**config.mk**
```make
export PLATFORM = sky130hd
export DESIGN_NAME = slice_sequencer
export DESIGN_NICKNAME = d
export VERILOG_FILES = /design/src/rtl/slice_sequencer.sv
export SDC_FILE = /design/constraint.sdc
export NUM_CORES = 1
export LEC_CHECK = 0
export BUFFER_PORTS_ARGS = -buffer_cell sky130_fd_sc_hd__buf_2
export CAP_MARGIN = 20
export CORE_AREA = 4 4 290 292
export DETAILED_ROUTE_END_ITERATION = 6
export DIE_AREA = 0 0 294 296
export PLACE_DENSITY = 0.5
export SLEW_MARGIN = 10
export SYNTH_ARGS = -nofsm -noshare
export SYNTH_HDL_FRONTEND = slang
export SYNTH_SLANG_ARGS = --single-unit
```
**constraint.sdc**
```tcl
create_clock -name CK -period 3.4 [get_ports CK]
set_input_delay 0.85 -clock CK [delete_from_list [all_inputs] [get_ports CK]]
set_output_delay 0.85 -clock CK [all_outputs]
set_load 0.05 [all_outputs]
```
**src/rtl/slice_sequencer.sv**
```systemverilog
// slice_sequencer: round-robin sharing of one SW-bit slice unit between two
// requesters. The winner's operand pair is captured and sent through the
// slice unit one slice per cycle. The assembled result comes back on C with a
// one-cycle VLD pulse, and VID names the requester that owns it.
//
// state | meaning
// ------+---------------------------------------------------------------
// IDLE  | no operation in flight; arbitrate on every edge
// RUN   | slice K of the captured operands is on SA/SB, SC is collected
// DONE  | C/VID were just loaded, VLD high; arbitrate again (no bubble)
module slice_sequencer #(
   parameter int SW     = 41,
   parameter int NSLICE = 3
) (
   input  logic                   CK,
   input  logic                   RN,
   input  logic                   REQ0,
   input  logic                   REQ1,
   input  logic [SW*NSLICE-1:0]   A0,
   input  logic [SW*NSLICE-1:0]   B0,
   input  logic [SW*NSLICE-1:0]   A1,
   input  logic [SW*NSLICE-1:0]   B1,
   output logic                   GNT0,
   output logic                   GNT1,
   output logic [SW-1:0]          SA,
   output logic [SW-1:0]          SB,
   input  logic [SW-1:0]          SC,
   output logic [SW*NSLICE-1:0]   C,
   output logic                   VLD,
   output logic                   VID
);

   localparam int W  = SW * NSLICE;
   localparam int KW = (NSLICE > 1) ? $clog2(NSLICE) : 1;
   localparam logic [KW-1:0] K_LAST = KW'(NSLICE - 1);

   typedef enum logic [1:0] {
      ST_IDLE = 2'd0,
      ST_RUN  = 2'd1,
      ST_DONE = 2'd2
   } state_t;

   state_t          state_q, state_d;
   logic [KW-1:0]   k_q, k_d;
   logic            last_q, last_d;
   logic            own_q, own_d;
   logic [W-1:0]    opa_q, opa_d;
   logic [W-1:0]    opb_q, opb_d;
   logic [W-1:0]    acc_q, acc_d;
   logic [W-1:0]    c_q, c_d;
   logic            vid_q, vid_d;
   logic            gnt0_q, gnt0_d;
   logic            gnt1_q, gnt1_d;
   logic            vld_q, vld_d;

   logic            req_any;
   logic            win;
   int              slice_base;

   // Arbitration: a lone requester wins; on a tie the one not granted last wins.
   always_comb begin
      req_any    = REQ0 | REQ1;
      win        = (REQ0 && REQ1) ? ~last_q : REQ1;
      slice_base = int'(k_q) * SW;
   end

   // Next-state logic: slice stepping, result assembly and operand capture.
   always_comb begin
      state_d = state_q;
      k_d     = k_q;
      last_d  = last_q;
      own_d   = own_q;
      opa_d   = opa_q;
      opb_d   = opb_q;
      acc_d   = acc_q;
      c_d     = c_q;
      vid_d   = vid_q;
      gnt0_d  = 1'b0;
      gnt1_d  = 1'b0;
      vld_d   = 1'b0;

      case (state_q)
         ST_RUN: begin
            acc_d[slice_base +: SW] = SC;
            if (k_q == K_LAST) begin
               // acc_d already holds the lower slices plus SC in the top slice
               c_d     = acc_d;
               vid_d   = own_q;
               vld_d   = 1'b1;
               state_d = ST_DONE;
            end else begin
               k_d = k_q + 1'b1;
            end
         end
         ST_IDLE, ST_DONE: begin
            if (req_any) begin
               opa_d   = win ? A1 : A0;
               opb_d   = win ? B1 : B0;
               own_d   = win;
               last_d  = win;
               k_d     = '0;
               gnt0_d  = ~win;
               gnt1_d  = win;
               state_d = ST_RUN;
            end else begin
               state_d = ST_IDLE;
            end
         end
         default: begin
            state_d = ST_IDLE;
            k_d     = '0;
         end
      endcase
   end

   // State and datapath registers with synchronous active-low reset.
   always_ff @(posedge CK) begin
      if (!RN) begin
         state_q <= ST_IDLE;
         k_q     <= '0;
         last_q  <= 1'b1;
         own_q   <= 1'b0;
         opa_q   <= '0;
         opb_q   <= '0;
         acc_q   <= '0;
         c_q     <= '0;
         vid_q   <= 1'b0;
         gnt0_q  <= 1'b0;
         gnt1_q  <= 1'b0;
         vld_q   <= 1'b0;
      end else begin
         state_q <= state_d;
         k_q     <= k_d;
         last_q  <= last_d;
         own_q   <= own_d;
         opa_q   <= opa_d;
         opb_q   <= opb_d;
         acc_q   <= acc_d;
         c_q     <= c_d;
         vid_q   <= vid_d;
         gnt0_q  <= gnt0_d;
         gnt1_q  <= gnt1_d;
         vld_q   <= vld_d;
      end
   end

   // Slice operands go to the shared unit only while running; zero otherwise.
   always_comb begin
      SA = '0;
      SB = '0;
      if (state_q == ST_RUN) begin
         SA = opa_q[slice_base +: SW];
         SB = opb_q[slice_base +: SW];
      end
   end

   assign GNT0 = gnt0_q;
   assign GNT1 = gnt1_q;
   assign C    = c_q;
   assign VLD  = vld_q;
   assign VID  = vid_q;

endmodule

```
* After elaboration in Yosys (flattened, before gate mapping)
Index checks and enable logic that the tools add are counted.
** Word-level totals
- Register bits :: 502
- Input bits :: 537
- Logic and storage cells :: 49
** Cells by class
- Add/sub/neg operators :: 2
- $mul :: 1
- Eq/ne operators :: 6
- Shift-type cells :: 4
- Muxes and demuxes :: 13
- Bitwise gates (word level) :: 3
- Reduce and logical (&&, ||, !) cells :: 8
** Operators by type and width (count)
- 2-to-1 mux 123 bit :: 2
- indexed part select 123 x 9 -> 41 bit :: 2
- bitwise mux 123 bit :: 1
- variable shift 41 x 33 -> 123 bit, first input constant :: 1
- indexed part select 41 x 33 -> 123 bit :: 1
- 2-to-1 mux 41 bit :: 2
- negation 8 -> 33 bit :: 1
- multiplier 2 x 6 -> 8 bit, second input constant :: 1
- case mux 2 bit (2 select lines) :: 2
- AND reduction 2 bit :: 4
- 2-to-1 mux 2 bit :: 3
- inequality test 2 bit, second input constant :: 3
- equality test 2 bit, second input constant :: 2
- 2-to-1 mux 1 bit :: 3
- AND reduction 3 bit :: 1
- adder 2 x 1 -> 2 bit, second input constant :: 1
- equality test 2 x 1 -> 1 bit, second input constant :: 1
- zero test 2 bit :: 1
- inverter 1 bit :: 2
- OR reduction 2 bit :: 1
- logical AND 1 bit :: 1
- OR 1 bit :: 1

* Depth between registers and ports, before layout
Gate-level depths: netlist of run 1.
- Depth after elaboration :: 4
- Depth in mapped cells :: 11
- Depth with buffers taken out :: 5

* Worst setup path before layout of run 1
OpenSTA, ideal clock, no wires.
- Kind :: register to output
- From :: register k_q[1]
- To :: output port SB[0]
- Arrival :: 1.895 ns
- Path slack :: 0.655 ns
- Stages on the path, launching flop included :: 7
- Path through :: dfxtp_1 -> buf_2 -> nor2b_1 -> buf_2 -> clkbuf_1 -> nand2_1 -> a21oi_1
** On the way
- Cells in the longest elaborated chain, start to end :: 3
** Ends and longest elaborated chain
- start: declaration :: RTL line 44 : logic [KW-1:0] k_q, k_d;
- start signal: assignment :: RTL line 133 : k_q <= k_d;
- multiplier 2 x 6 -> 8 bit :: RTL line 64 : slice_base = int'(k_q) * SW;
- indexed part select 123 x 9 -> 41 bit :: RTL line 153 : SB = opb_q[slice_base +: SW];
- 2-to-1 mux 41 bit :: RTL line 151 : if (state_q == ST_RUN) begin
- end: declaration :: RTL line 26 : output logic [SW-1:0] SB,
No other way between the ends.

* Worst setup path after layout of run 1
- From :: register k_q[1]
- To :: output port SB[32]
Same word-level chain as after synthesis.

==> reports/metrics.cfg, run 1 <==
[run_status]
status=completed

[sta]
fmax_mhz=297.8
worstMarginPinSlew_ns=0.9472
relSlewSlack_pct=36.85
hold_viol=0
slew_viol_final=0
setup_tns_ns=0
fin_crit_ns=3.358
setup_viol=0
finalClockSkew_ns=0.01951
rsz0062_at_grt=false
fin_ws_ns=0.04242
fin_crit_sh_pct=98.75

[placed_design]
hpwl_um=85450
dp.cells=4360
place_congestion=1.007
port_buffers=745
dp_slack_ns=0.2680
place_area_mm2=0.02752

[power_and_ir_drop]
vdd_drop_max_uv=297.6
combPwrFrac_pct=19.4
p_leak_nw=12.73
p_sw_w=0.005085
internal-power_w=0.01128
pwr-share-seq_pct=40.4
switching_share_pct=31.07
powerDensity_mw_per_mm2=552.2
clock_power_share_pct=40.3

[cells_and_area]
drive_above_1_share_pct=29.75
area_delta_synth_final_pct=32.42
nets=3894
final_area_mm2=0.02964
final_core_util_pct=36.33
final_cells=4480
seq_area_mm2=0.01005
fillCellCount=8701
multi_input_area_mm2=0.01104

[setup_path]
crit_slowest_cell=a21oi_2
crit_chain=inv_2 -> buf_6 -> nand2_1 -> a21oi_2 -> buf_12
slowest_delay_ns=0.44
end_kind=primary output
cp.arrival_ns=2.51
cpLargestDelayFamily=buffers and inverters
cp_data_required_time_ns=2.55
cp-start-kind=flop
crit_fanout=27
crit_type=reg2out
cp.buffers_inverters=3

[route]
wl_per_cell_um=26.13
routed_wl_um=117100
vias=24050
via_per_inst=5.369
drt_iter0_drc=1841
postRouteAntennaNets=0
drc_errors=0
drt_pass1_iterations=7

[floorplanning]
rows=105
dieArea_mm2=0.08702
die_w_um=294
start_util_pct=27.44
core_mm2=0.08158
num_io_pins=746
die_y_um=296

[clock_network]
cts_tree=yes
clk_pin_slew_ns=0.06
cts_buffers=57
worstSkewPairLatency_ns=0.62
root_buffer=clkbuf_16
ctsLongestPathBuffers=3
clock-sinks=502
cts_max_level=2

[global_route]
grt_max_degree=127
grt_usage_pct=25.38
grt_pass1_vias=23050
antenna_found_initial=20
grt_pass1_wl_um=164800
grt.overflow.total=0

[synth]
synth_ff_type=dfxtp_1
synth_top_area_cell=dfxtp_1
yosysWarningCount=0
synthTopCellsByArea=dfxtp_1, a21oi_1, o21ai_0
async_reset_ff_share_pct=0
synth-edff-count=0
ys_seq_area_share_pct=44.90
ys_seq_elements=502
synth_cells=2759
synth_cell_type_count=40
syn_area_mm2=0.02238
synthesis.nets=3301
syn_avg_cell_area_um2=8.113
synth_top_cell_area_share_pct=44.90

[job]
max_cap_viol_count=0

[hold_path]
hold_class=reg2reg

## path summary, 6_finish.rpt
| path | from | endpoint | slack (ns) | cells past startpoint |
|---|---|---|---|---|
| min reg2reg | VID$_SDFFE_PN0P_ | VID$_SDFFE_PN0P_ | 0.46 | 2 |
| max reg2reg | k_q[0]$_SDFFE_PN0P_ | acc_q[58]$_SDFFE_PN0P_ | 0.65 | 8 |
| min | VID$_SDFFE_PN0P_ | VID$_SDFFE_PN0P_ | 0.46 | 2 |
| max | k_q[1]$_SDFFE_PN0P_ | SB[32] | 0.04 | 5 |
## state kept, by name, indices dropped and copies added (netlist names), 2 cells and up
signal / cells
C: 123
acc_q: 123
opa_q: 123
opb_q: 123
k_q: 2
state_q: 2
## cells in the final DEF (no fill, tap or decap), types with 4 or more instances in the layout
master | Yosys | routed
o21ai_0 | 362 | 362
bufinv_16 | 0 | 5
nand2_1 | 355 | 355
nand3b_1 | 4 | 4
a22oi_1 | 21 | 21
mux2i_1 | 21 | 21
a21oi_2 | 0 | 8
o22a_1 | 21 | 21
a32oi_1 | 121 | 121
clkinv_2 | 0 | 9
o21ai_1 | 9 | 9
buf_6 | 1 | 4
buf_12 | 0 | 53
ha_1 | 5 | 5
clkbuf_16 | 0 | 58
a21boi_0 | 4 | 4
buf_4 | 18 | 58
mux2_2 | 61 | 61
inv_1 | 6 | 6
dfxtp_1 | 502 | 500
clkbuf_8 | 0 | 19
nor2b_1 | 124 | 122
a221oi_1 | 121 | 121
a21oi_1 | 536 | 527
buf_2 | 144 | 715
nor2_1 | 165 | 164
diode_2 | 0 | 12
clkbuf_1 | 131 | 12
## power groups by stage
stage                     logic (W)  clock network [W]  registers [W]
after floorplan             0.00176                  0        0.00661
after global placement      0.00312                  0        0.00674
after detailed placement    0.00310                  0        0.00673
after CTS                   0.00316            0.00674        0.00659
after global routing        0.00339            0.00697        0.00662
final                       0.00317            0.00660        0.00660
## through the flow
stage               total power [W]  hold slack, ns
floorplan                  0.008372          0.4417
global route                0.01699          0.4388
CTS                         0.01649          0.4209
finish                      0.01637          0.4647
global placement           0.009859          0.4530
detailed placement         0.009831          0.4596
## synthesized netlist by cell type (9+ instances only)
library cell  number
nor2b_1          124
a221oi_1         121
o21ai_1            9
dfxtp_1          502
mux2_2            61
buf_4             18
buf_2            144
a32oi_1          121
mux2i_1           21
a22oi_1           21
o22a_1            21
o21ai_0          362
nand2_1          355
clkbuf_1         131
a21oi_1          536
nor2_1           165
## tightest hold or removal path, cell delays in order, from the launching register on
cell	delay, ns
dfxtp_1	0.30
nand2_1	0.05
a21boi_0	0.06
## metal layers
| layer | global-route usage [%] | part of all wire (%) | up-vias | routed length (µm) |
|---|---|---|---|---|
| met5 | 0 | 0.064 | - | 75 |
| met4 | 8.077 | 3.0 | 14 | 3493 |
| met3 | 4.763 | 6.3 | 142 | 7361 |
| met2 | 43.48 | 49 | 953 | 57390 |
| met1 | 32.41 | 42 | 11780 | 48740 |
| li1 | - | - | 11160 | - |
## final cells by class
type                    instances  area share [%]
clock buffers                  89           5.931
diodes                         12          0.1013
multi-input cells            1952           37.24
well taps                    1070           4.517
repair buffers                832           17.42
inverters                       7         0.08865
flip-flops and latches        502           33.92
clock inverters                16          0.7810
## cells by family (layout without fill, tap and decap cells)
group / count (synthesis) / in the layout / share of synthesized area (%)
muxes: 82 / 82 / 4.008
adders and majority gates: 5 / 5 / 0.2795
AOI/OAI and AO/OA: 1204 / 1204 / 31.77
and+or+nand+nor: 661 / 661 / 12.78
buffers and inverters: 305 / 944 / 6.255
other: 0 / 12 / 0
DFF: 502 / 502 / 44.90
## repair_timing
item / 4_1_cts / 5_1_grt
setup endpoints to repair: 48 / 4
endpoints found under the hold margin: 0 / 0
buffers inserted: 3 / 0
hold buffers: 0 / 0
resized for setup: 10 / 5
No activity file was read; power rests on OpenSTA's default activity.
==> inputs of run 2 (changes only) <==
==> constraint.sdc (replaced) <==
create_clock -name CK -period 3.1 [get_ports CK]
set_input_delay 0.775 -clock CK [delete_from_list [all_inputs] [get_ports CK]]
set_output_delay 0.775 -clock CK [all_outputs]
set_load 0.05 [all_outputs]
==> reports/metrics.cfg, run 2 (same netlist as run 1, synthesis figures left out) <==
[hold_path]
hold_class=in2reg
hp-start=B0[51]

[power_and_ir_drop]
pwr-share-seq_pct=40.5
vdd_drop_max_uv=316.6
internal-power_w=0.01235
p_sw_w=0.005595
clock_power_share_pct=39.6
p_leak_nw=12.84
switching_share_pct=31.19
combPwrFrac_pct=19.8
powerDensity_mw_per_mm2=597.1

[sta]
slew_viol_final=0
hold_viol=0
setup_viol=0
worstMarginPinSlew_ns=0.6844
relSlewSlack_pct=54.27
fin_crit_ns=3.058
fmax_mhz=327.0
finalClockSkew_ns=0.01464
fin_crit_sh_pct=98.64
rsz0062_at_grt=false
fin_ws_ns=0.04205

[route]
wl_per_cell_um=26.03
drt_pass1_iterations=5
vias=24220
via_per_inst=5.373
drc_errors=0
routed_wl_um=117300
drt_iter0_drc=1920
postRouteAntennaNets=0

[clock_network]
cts_buffers=58
clock-sinks=502
cts_tree=yes
clk_pin_slew_ns=0.07
worstSkewPairLatency_ns=0.61
ctsLongestPathBuffers=3
cts_hold_buf=0
root_buffer=clkbuf_16
cts_max_level=2

[setup_path]
critPathLaunch=k_q[0]$_SDFFE_PN0P_
cp-start-kind=flop
cp_data_required_time_ns=2.32
cp.arrival_ns=2.28
end_kind=primary output
crit_type=reg2out
r2r-start=k_q[0]$_SDFFE_PN0P_
crit_fanout=26

[global_route]
grt.overflow.total=0
grt_pass1_wl_um=164900
met3_usage_pct=4.748
use_met2_pct=42.57
grt_busiest_layer=met2
grt_pass1_vias=23520
grt_max_degree=94
grt_util_met1_pct=32.18
grt_usage_pct=25.33
antenna_found_initial=33

[placed_design]
hpwl_um=84930
dp_slack_ns=0.3245
place_congestion=1.005
dp.cells=4362
port_buffers=745
place_area_mm2=0.02773

[floorplanning]
dieArea_mm2=0.08702
die_w_um=294
num_io_pins=746
die_y_um=296
core_mm2=0.08158
rows=105
start_util_pct=27.44

[cells_and_area]
drive_above_1_share_pct=30.38
layout_commonest_cell=buf_2
fillCellCount=8650
final_area_mm2=0.03005
area_delta_synth_final_pct=34.23
final_cells=4508
final_core_util_pct=36.83
nets=3906
layout_common_cells=buf_2, a21oi_1, dfxtp_1

[job]
max_cap_viol_count=0

[run_status]
status=completed

## run 2: changes by cell type in the layout (fill, tap and decap cells not counted), moves of 3 or more
| cell | before | now |
|---|---|---|
| buf_4 | 58 | 67 |
| clkinv_2 | 9 | 14 |
| buf_2 | 715 | 694 |
| buf_12 | 53 | 67 |
| clkbuf_8 | 19 | 14 |
| clkbuf_4 | 0 | 5 |
| clkbuf_16 | 58 | 61 |
| nor2_1 | 164 | 157 |
| diode_2 | 12 | 28 |
| nor2_2 | 1 | 8 |
| a22oi_2 | 0 | 5 |
| a22oi_1 | 21 | 16 |
| inv_6 | 0 | 4 |
## run 2: routing by layer
metal,wire length [µm],vias to the layer above
met5,46,-
met2,56280,1108
met3,8616,189
met4,4716,8
li1,-,11190
met1,47660,11720
## run 2: path summary, 6_finish.rpt
| kind | cells past startpoint | endpoint | slack, ns |
|---|---|---|---|
| worst max-delay path | 7 | SB[15] | 0.04 |
| worst min-delay path | 3 | opb_q[51]$_SDFFE_PN0P_ | 0.40 |
| worst min register to register | 2 | VID$_SDFFE_PN0P_ | 0.46 |
| worst max register to register | 8 | C[103]$_SDFFE_PN0P_ | 0.59 |
## run 2: metrics by stage
step / hold WS, ns / power, W / TNS (ns)
CTS: 0.3470 / 0.01807 / -0.005869
global route: 0.3710 / 0.01860 / 0
global placement: 0.4524 / 0.01086 / 0
finish: 0.3967 / 0.01794 / 0
detailed placement: 0.4590 / 0.01084 / 0
floorplan: 0.4417 / 0.009182 / 0
## run 2: critical path, cell delays in order, from the launching register on
cell and delay, ns:
dfxtp_4 0.40, buf_4 0.17, nor2b_4 0.10, buf_4 0.14, buf_12 0.17, nand2_1 0.13
a21oi_1 0.23, buf_2 0.31
## run 2: timing repair
item	in CTS	in global routing
gates cloned	2	1
pin swaps	0	3
setup buffers	9	0
setup endpoints to repair	81	20
resized for setup	25	19
## run 2: layout make-up
cell class / count / area, µm² / area share, %
clock inverter: 21 / 220.2 / 0.7329
inverter: 7 / 27.53 / 0.09162
clock buffer: 85 / 1735 / 5.776
multi-input combinational: 1953 / 11080 / 36.87
sequential: 502 / 10060 / 33.48
timing repair buffer: 842 / 5515 / 18.36
tap: 1070 / 1339 / 4.456
antenna: 28 / 70.07 / 0.2332
## run 2: power groups by stage
stage	Sequential, W	Clock (W)	Combinational, W
2_1_floorplan	0.00725	0	0.00193
3_3_place_gp	0.00742	0	0.00344
3_5_place_dp	0.00740	0	0.00344
4_1_cts	0.00725	0.00729	0.00353
5_1_grt	0.00729	0.00751	0.00381
6_report	0.00727	0.00711	0.00355
